### src/rtl/sync_fifo_flags_if.sv
// Handshake/data bundle between the FIFO and its writer/reader: the master drives requests, the slave (FIFO) returns data and flags.
interface sync_fifo_flags_if #(
    parameter int WIDTH = 8,
    parameter int DEPTH = 16
);
    localparam int CW = $clog2(DEPTH) + 1;

    logic             clr;
    logic             wr_en;
    logic [WIDTH-1:0] d_in;
    logic             rd_en;
    logic [WIDTH-1:0] d_out;
    logic             rd_valid;
    logic             full;
    logic             empty;
    logic             almost_full;
    logic             almost_empty;
    logic [CW-1:0]    count;
    logic             overflow;
    logic             underflow;

    modport master (
        output clr, wr_en, d_in, rd_en,
        input  d_out, rd_valid, full, empty, almost_full, almost_empty, count, overflow, underflow
    );

    modport slave (
        input  clr, wr_en, d_in, rd_en,
        output d_out, rd_valid, full, empty, almost_full, almost_empty, count, overflow, underflow
    );
endinterface

### src/rtl/sync_fifo_flags.sv
// sync_fifo_flags: single-clock FIFO with occupancy count, almost-full/empty thresholds, sticky errors, flush.
// Latency: 1-cycle registered read (d_out/rd_valid); defining SYNC_FIFO_FWFT_EN gives a fall-through head word.
// Backpressure: a write on full is dropped and sets overflow unless a read pops in the same cycle.
module sync_fifo_flags #(
    parameter int WIDTH     = 8,
    parameter int DEPTH     = 16,
    parameter int AFULL_TH  = 12,
    parameter int AEMPTY_TH = 4
) (
    input logic              clk,
    input logic              rst_n,
    sync_fifo_flags_if.slave bus
);
    localparam int AW = $clog2(DEPTH);
    localparam int CW = AW + 1;
    localparam logic [CW-1:0] FULL_CNT  = CW'(DEPTH);
    localparam logic [CW-1:0] AF_CNT    = CW'(AFULL_TH);
    localparam logic [CW-1:0] AE_CNT    = CW'(AEMPTY_TH);
    localparam logic [CW-1:0] ONE       = CW'(1);

    logic [WIDTH-1:0] mem [DEPTH];
    logic [CW-1:0]    wr_ptr;
    logic [CW-1:0]    rd_ptr;
    logic [CW-1:0]    cnt;
    logic             is_full;
    logic             is_empty;
    logic             wr_acc;
    logic             rd_acc;
    logic             ovf_q;
    logic             unf_q;

    assign is_full  = (cnt == FULL_CNT);
    assign is_empty = (cnt == '0);
    // A flush cycle ignores both requests; a pop frees the slot a full-cycle write needs.
    assign rd_acc   = bus.rd_en && !is_empty && !bus.clr;
    assign wr_acc   = bus.wr_en && (!is_full || rd_acc) && !bus.clr;

    always_ff @(posedge clk) begin
        if (rst_n && wr_acc) begin
            mem[wr_ptr[AW-1:0]] <= bus.d_in;
        end
    end

    always_ff @(posedge clk) begin
        if (!rst_n) begin
            wr_ptr <= '0;
            rd_ptr <= '0;
            cnt    <= '0;
            ovf_q  <= 1'b0;
            unf_q  <= 1'b0;
        end else if (bus.clr) begin
            wr_ptr <= '0;
            rd_ptr <= '0;
            cnt    <= '0;
            ovf_q  <= 1'b0;
            unf_q  <= 1'b0;
        end else begin
            if (wr_acc) wr_ptr <= wr_ptr + ONE;
            if (rd_acc) rd_ptr <= rd_ptr + ONE;
            case ({wr_acc, rd_acc})
                2'b10:   cnt <= cnt + ONE;
                2'b01:   cnt <= cnt - ONE;
                default: cnt <= cnt;
            endcase
            if (bus.wr_en && is_full && !rd_acc) ovf_q <= 1'b1;
            if (bus.rd_en && is_empty)           unf_q <= 1'b1;
        end
    end

`ifdef SYNC_FIFO_FWFT_EN
    assign bus.d_out    = mem[rd_ptr[AW-1:0]];
    assign bus.rd_valid = !is_empty;
`else
    logic [WIDTH-1:0] dout_q;
    logic             rv_q;

    always_ff @(posedge clk) begin
        if (!rst_n) begin
            dout_q <= '0;
            rv_q   <= 1'b0;
        end else begin
            rv_q <= rd_acc;
            if (rd_acc) dout_q <= mem[rd_ptr[AW-1:0]];
        end
    end

    assign bus.d_out    = dout_q;
    assign bus.rd_valid = rv_q;
`endif

    assign bus.full         = is_full;
    assign bus.empty        = is_empty;
    assign bus.almost_full  = (cnt >= AF_CNT);
    assign bus.almost_empty = (cnt <= AE_CNT);
    assign bus.count        = cnt;
    assign bus.overflow     = ovf_q;
    assign bus.underflow    = unf_q;

    // The wrap bits make the pointer distance an independent witness of the count register.
    ptr_count_consistent: assert property (@(posedge clk) disable iff (!rst_n)
        CW'(wr_ptr - rd_ptr) == cnt);
endmodule
### src/flat_wrapper.sv
// flat-port wrapper written by rule: the top's interface ports become plain ports
module sync_fifo_flags_flat 
#(
    parameter int WIDTH     = 8,
    parameter int DEPTH     = 16,
    parameter int AFULL_TH  = 12,
    parameter int AEMPTY_TH = 4
)
  (clk, rst_n, bus_clr, bus_wr_en, bus_d_in, bus_rd_en, bus_d_out, bus_rd_valid, bus_full, bus_empty, bus_almost_full, bus_almost_empty, bus_count, bus_overflow, bus_underflow);
  sync_fifo_flags_if #(.WIDTH(WIDTH), .DEPTH(DEPTH)) bus_i ();
  input logic clk;
  input logic rst_n;
  input wire logic [$bits(bus_i.clr)-1:0] bus_clr;
  input wire logic [$bits(bus_i.wr_en)-1:0] bus_wr_en;
  input wire logic [$bits(bus_i.d_in)-1:0] bus_d_in;
  input wire logic [$bits(bus_i.rd_en)-1:0] bus_rd_en;
  output wire logic [$bits(bus_i.d_out)-1:0] bus_d_out;
  output wire logic [$bits(bus_i.rd_valid)-1:0] bus_rd_valid;
  output wire logic [$bits(bus_i.full)-1:0] bus_full;
  output wire logic [$bits(bus_i.empty)-1:0] bus_empty;
  output wire logic [$bits(bus_i.almost_full)-1:0] bus_almost_full;
  output wire logic [$bits(bus_i.almost_empty)-1:0] bus_almost_empty;
  output wire logic [$bits(bus_i.count)-1:0] bus_count;
  output wire logic [$bits(bus_i.overflow)-1:0] bus_overflow;
  output wire logic [$bits(bus_i.underflow)-1:0] bus_underflow;
  assign bus_i.clr = bus_clr;
  assign bus_i.wr_en = bus_wr_en;
  assign bus_i.d_in = bus_d_in;
  assign bus_i.rd_en = bus_rd_en;
  assign bus_d_out = bus_i.d_out;
  assign bus_rd_valid = bus_i.rd_valid;
  assign bus_full = bus_i.full;
  assign bus_empty = bus_i.empty;
  assign bus_almost_full = bus_i.almost_full;
  assign bus_almost_empty = bus_i.almost_empty;
  assign bus_count = bus_i.count;
  assign bus_overflow = bus_i.overflow;
  assign bus_underflow = bus_i.underflow;
  sync_fifo_flags #(.WIDTH(WIDTH), .DEPTH(DEPTH), .AFULL_TH(AFULL_TH), .AEMPTY_TH(AEMPTY_TH)) u_core (.clk(clk), .rst_n(rst_n), .bus(bus_i));
endmodule
### config.mk
export PLATFORM = sky130hd
export DESIGN_NAME = sync_fifo_flags_flat
export DESIGN_NICKNAME = d
export VERILOG_FILES = /design/src/rtl/sync_fifo_flags_if.sv /design/src/rtl/sync_fifo_flags.sv /design/src/flat_wrapper.sv
export SDC_FILE = /design/constraint.sdc
export NUM_CORES = 1
export LEC_CHECK = 0
export BUFFER_PORTS_ARGS = -buffer_cell sky130_fd_sc_hd__buf_2
export CORE_MARGIN = 3
export CORE_UTILIZATION = 60
export DETAILED_ROUTE_END_ITERATION = 7
export PLACE_DENSITY = 0.81
export SYNTH_ARGS = -nofsm -noshare
export SYNTH_HDL_FRONTEND = slang
export SYNTH_SLANG_ARGS = --single-unit
### constraint.sdc
create_clock -name clk -period 3.6 [get_ports clk]
set_input_delay 0.54 -clock clk [delete_from_list [all_inputs] [get_ports clk]]
set_output_delay 0.54 -clock clk [all_outputs]
set_load 0.01 [all_outputs]
After elaboration in Yosys (flattened, before gate mapping)
Memories as Yosys holds them, arrays and structs flattened. A register that Yosys moved wholly into a read port is not among the register bits.
Cells that the tools add are included.
- add/subtract/negate cells: 4
- magnitude comparators: 2
- equality and inequality tests: 3
- mux-type cells: 3
- bitwise gates (word level): 1
- reductions and logical operators: 17
- operators by type and width (cell ; count):
    5-bit by 1-bit adder with 5-bit output, second input constant ; 3
    5-bit case mux with 2 select lines ; 1
    1-bit logical AND ; 8
    5-bit == test, second input constant ; 1
    5-bit by 4-bit >= comparator with 1-bit output, second input constant ; 1
    5-bit by 3-bit <= comparator with 1-bit output, second input constant ; 1
    1-bit zero test ; 5
    5-bit zero test ; 1
    5-bit by 1-bit subtractor with 5-bit output, second input constant ; 1
    2-bit by 1-bit == test with 1-bit output, second input constant ; 1
    2-bit == test, second input constant ; 1
    1-bit 2-to-1 mux ; 2
    2-bit nonzero test ; 1
    2-bit OR reduction ; 1
    1-bit logical OR ; 1
    1-bit NOT ; 1
- register bits after elaboration: 18
- memory bits (writable): 128
- input bits: 13
- word-level logic and storage cells: 37
- memories: 1
- memory list (memory ; words ; bits a word ; read ports ; clocked after memory_dff ; write ports ; line ; RTL):
    u_core.mem ; 16 ; 8 ; 1 ; 1 ; 1 ; sync_fifo_flags.sv:21 ; logic [WIDTH-1:0] mem [DEPTH];

Logic depth before layout (Yosys ltp)
- word-level depth: 10
- gate-level depth with buffers: 11

Worst setup path after synthesis
No wires, ideal clock.
- kind: input -> register
- from: input bus_clr
- to: register u_core.cnt[4] (netlist: u_core.bus.count[4])
- arrival time: 2.585 ns
- required time: 3.528 ns
- path slack: 0.943 ns
- cell stages on the path: 11
- path buffers: 1
- cell sequence: nand2b_1 > a21oi_2 > buf_2 > ha_1 > inv_1 > fa_1 > nor2b_1 > o21ai_0 > nor4b_1 > or3_1 > a21oi_1
- word-level cells in the longest chain between the ends: 7
- elaborated cells between the ends (all ways): 10
- those cells by class: eq/ne (2); mux (1); reduce/logical (7)
- RTL lines (what ; line ; RTL):
    start: declaration ; flat_wrapper.sv:13 ; input wire logic [$bits(bus_i.clr)-1:0] bus_clr;
    1-bit zero test * ; sync_fifo_flags.sv:35 ; assign rd_acc = bus.rd_en && !is_empty && !bus.clr;
    1-bit logical AND * ; sync_fifo_flags.sv:35 ;
    named net u_core.rd_acc ; sync_fifo_flags.sv:28 ; logic rd_acc;
    1-bit logical OR ; sync_fifo_flags.sv:36 ; assign wr_acc = bus.wr_en && (!is_full || rd_acc) && !bus.clr;
    1-bit logical AND (2 in series) ; sync_fifo_flags.sv:36 ;
    2-bit by 1-bit == test with 1-bit output / 2-bit == test (equally long branches) ; sync_fifo_flags.sv:60 ; case ({wr_acc, rd_acc})
    5-bit case mux with 2 select lines / 2-bit nonzero test (equally long branches) ; n/a ;
    end signal: assignment ; sync_fifo_flags.sv:61 ; 2'b10: cnt <= cnt + ONE;
    end signal: assignment ; sync_fifo_flags.sv:62 ; 2'b01: cnt <= cnt - ONE;
    end signal: assignment ; sync_fifo_flags.sv:63 ; default: cnt <= cnt;
    end: declaration ; sync_fifo_flags.sv:24 ; logic [CW-1:0] cnt;
The timed path passes the listed nets; every way through them passes the cells marked *.
A chain may end at the register's enable or synchronous reset.

Final worst setup path
- from: register u_core.cnt[0] (netlist: u_core.bus.count[0])
- to: register u_core.cnt[4] (netlist: u_core.bus.count[4])
- word-level cells in the longest chain between the ends: 9
- elaborated cells between the ends (all ways): 15
- those cells by class: add/sub (2); eq/ne (3); mux (1); reduce/logical (9)
- RTL lines (what ; line ; RTL):
    5-bit zero test ; sync_fifo_flags.sv:33 ; assign is_empty = (cnt == '0);
    1-bit zero test ; sync_fifo_flags.sv:35 ;
    1-bit logical AND (2 in series) ; sync_fifo_flags.sv:35 ;
    1-bit logical OR ; sync_fifo_flags.sv:36 ;
    1-bit logical AND (2 in series) ; sync_fifo_flags.sv:36 ;
    2-bit by 1-bit == test with 1-bit output / 2-bit == test (equally long branches) ; sync_fifo_flags.sv:60 ;
    5-bit case mux with 2 select lines / 2-bit nonzero test (equally long branches) ; n/a ;
Several ways; a longest one is shown, not always the timed one.

==> flow_summary.json <==
{
  "leakagePower_uw": 0.00229,
  "ys_ff_latch": 152,
  "finalSetupTns_ps": 0,
  "power_frac_comb_pct": 2.1,
  "startpoint_type": "flop",
  "yosys_warnings": 0,
  "path_cells": "nor4_4 -> a311oi_2 -> inv_1 -> ha_1 -> inv_1 -> fa_1 -> nor2b_1 -> o21ai_0 -> nor4b_1 -> or3_1 -> a21oi_1",
  "antenna_cells": 0,
  "synth_top_area_cell": "edfxtp_1",
  "seq_area_frac_synth_pct": 70.3,
  "grt_use_met3_pct": 4.68,
  "place_congestion": 0.831,
  "setup_viol": 0,
  "busiest_layer": "met2",
  "syn-cell-area_um2": 6150,
  "die-area_um2": 11500,
  "portBuffers": 32,
  "power_uw": 3850,
  "die_h_um": 107,
  "cts.sinks": 152,
  "fin_util_pct": 71.3,
  "cts_tree": "done",
  "p_per_area_nw_per_um2": 548,
  "arrival_ps": 3380,
  "syn2layout_area_growth_pct": 14.3,
  "clockBufferDepth": 2,
  "fin_crit_sh_pct": 81.7,
  "track_usage_pct": 24.0,
  "vias_per_cell": 6.03,
  "grt_pass1_wl_um": 19900,
  "drc": 0,
  "worst_pin_slew_ps": 797,
  "pwr-share-clk_pct": 48.1,
  "core_um2": 9860,
  "criticalPathCategory": "reg -> reg",
  "finalCriticalPeriod_ps": 2940,
  "status": "finished, final reports clean",
  "slowest_delay_ps": 480,
  "post_cts_resize_count": 0,
  "crit_path_frequent_cell": "inv_1",
  "swShare_pct": 20.2,
  "overflow": 0,
  "maxCapViolCount": 0,
  "boundaryPins": 33,
  "critPathSlowestCell": "nor4_4",
  "maxSlewHeadroom_pct": 46.6,
  "drive_gt1_share_pct": 17.4,
  "drt-initial-drc-count": 293,
  "syn_avg_cell_area_um2": 15.1,
  "rows": 36,
  "first_pass_iters": 5,
  "vias": 3569,
  "internal_power_uw": 3070,
  "clk_pin_slew_ps": 60,
  "grt_use_met1_pct": 31.4,
  "synth_top_area_share_pct": 62.5,
  "postCtsSetupBuffers": 0,
  "met2_usage_pct": 39.9,
  "max_clock_freq_ghz": 0.340,
  "grt_start_max_net_pins": 32,
  "ant_nets": 0,
  "power.switching_uw": 778,
  "cp_max_fo": 6,
  "crit_path_end_kind": "flop",
  "cts_buffers": 17,
  "wl_per_cell_um": 21.6,
  "skew_ps": 10.8,
  "slew_viol_final": 0,
  "place_hpwl_um": 8180,
  "initial_core_util_pct": 62.4,
  "wl_um": 12800,
  "pwr-share-seq_pct": 49.8,
  "syn-num-nets": 429,
  "fin_nets": 469,
  "cts_root_buf": "clkbuf_8",
  "antenna_found_initial": 0,
  "cts_hold_buf": 0,
  "synthTopCellsByArea": "edfxtp_1, mux2i_1, dfxtp_1",
  "syn_inst": 406,
  "h-tree-depth": 4,
  "rsz0062_at_grt": "no",
  "hold_viol": 0,
  "synth.distinct_cells": 39,
  "vdd_drop_max_mv": 0.299,
  "die_w_um": 107,
  "hold_class": "in -> reg",
  "cp.required_ps": 4040,
  "grt_pass1_vias": 3575,
  "clk_latency_ps": 530
}
==> worst max-delay path: cells and delay by family, from the launching register on <==
kind            cells  cell delay [ps]
simple gates        4             1160
flops               1              390
fa+ha+maj           2              660
buf+inv             2              190
compound gates      3              460
==> routing by layer <==
metal,share of wire (%),wire (um)
met5,0,0
met4,1.5,189
met3,6.0,763
met2,52,6670
met1,40,5180
==> kinds of logic (layout without fill, tap and decap cells) <==
family | count (synthesis) | after routing | share of synthesized area [%]
simple gates | 77 | 77 | 6.65
compound gates | 64 | 64 | 6.49
buf+inv | 30 | 83 | 2.68
mux | 65 | 65 | 10.6
fa+ha+maj | 10 | 10 | 2.16
xor+xnor | 8 | 8 | 1.14
flops | 152 | 152 | 70.3
==> synth_stat cells <==
library cell	instances
a21oi_1	14
nand2_2	4
nor4_4	1
or3_1	2
edfxtp_1	128
a311oi_2	1
a21o_1	1
nor2b_4	1
xnor2_1	2
nor3_1	6
buf_4	1
fa_1	1
buf_2	9
nand3b_1	3
nand2b_1	4
nand4_1	2
o21a_1	1
inv_1	11
o22ai_1	32
nand2_1	9
nor2b_1	3
a211oi_1	1
nor4_1	8
or3b_1	1
nor2_1	29
nor4b_1	1
xor2_1	6
ha_1	9
o21ai_0	11
a31oi_4	1
clkbuf_1	3
buf_6	5
a31oi_1	1
mux2i_1	65
buf_1	1
a21oi_2	1
dfxtp_1	24
nand3_1	1
and2_1	2
==> flip-flops by register name (all words and copies together), names as in the netlist <==
name                  flops
u_core.wr_ptr             4
u_core.mem              128
u_core.bus.overflow       1
u_core.rd_ptr             4
u_core.bus.rd_valid       1
u_core.bus.count          5
u_core.bus.d_out          8
u_core.bus.underflow      1
==> worst paths after layout <==
| check | cells after the start | start | end | slack (ps) |
|---|---|---|---|---|
| max | 11 | u_core.bus.count[0] | u_core.bus.count[4] | 660 |
| min | 3 | bus_wr_en | u_core.bus.overflow | 280 |
| max reg2reg | 11 | u_core.bus.count[0] | u_core.bus.count[4] | 660 |
| min reg2reg | 2 | u_core.bus.overflow | u_core.bus.overflow | 480 |
==> placed cells by master (no fill, tap or decap), types with 3 or more instances in the layout <==
master,n
a21oi_1,14
mux2i_1,65
nand3b_1,3
xor2_1,6
nand2b_1,4
buf_4,8
nor3_1,6
nor2_1,29
nand2_2,4
nand2_1,9
nor4_1,8
clkbuf_16,16
o22ai_1,32
bufinv_16,4
dfxtp_1,23
o21ai_0,11
inv_6,4
inv_1,11
buf_2,32
nor2b_1,3
edfxtp_1,128
ha_1,9
==> area by class of cell <==
cell class,count,area (um^2)
Tap cell,133,166
Fill cell,635,2830
Clock inverter,13,191
Inverter,11,41.3
Clock buffer,19,422
Multi-Input combinational cell,224,1660
Sequential cell,152,4330
Timing Repair Buffer,40,220
==> power by group through the flow <==
stage	sequential, uW	clock [uW]	combinational (uW)
6_report	1920	1850	81.3
5_1_grt	1920	1940	88.2
4_1_cts	1920	1860	81.1
3_5_place_dp	1960	0	80.0
3_3_place_gp	1950	0	75.8
2_1_floorplan	1960	0	33.6
==> stage by stage <==
step / instances / cell area, um^2 / hold WS, ps / setup WS (ps)
after CTS: 592 / 7030 / 254 / 676
final: 592 / 7030 / 278 / 659
after global routing: 592 / 7030 / 308 / 463
after floorplan: 406 / 6150 / 502 / 943
after global placement: 560 / 6420 / 456 / 904
after detailed placement: 560 / 6420 / 469 / 746
(Power assumes the default switching activity.)
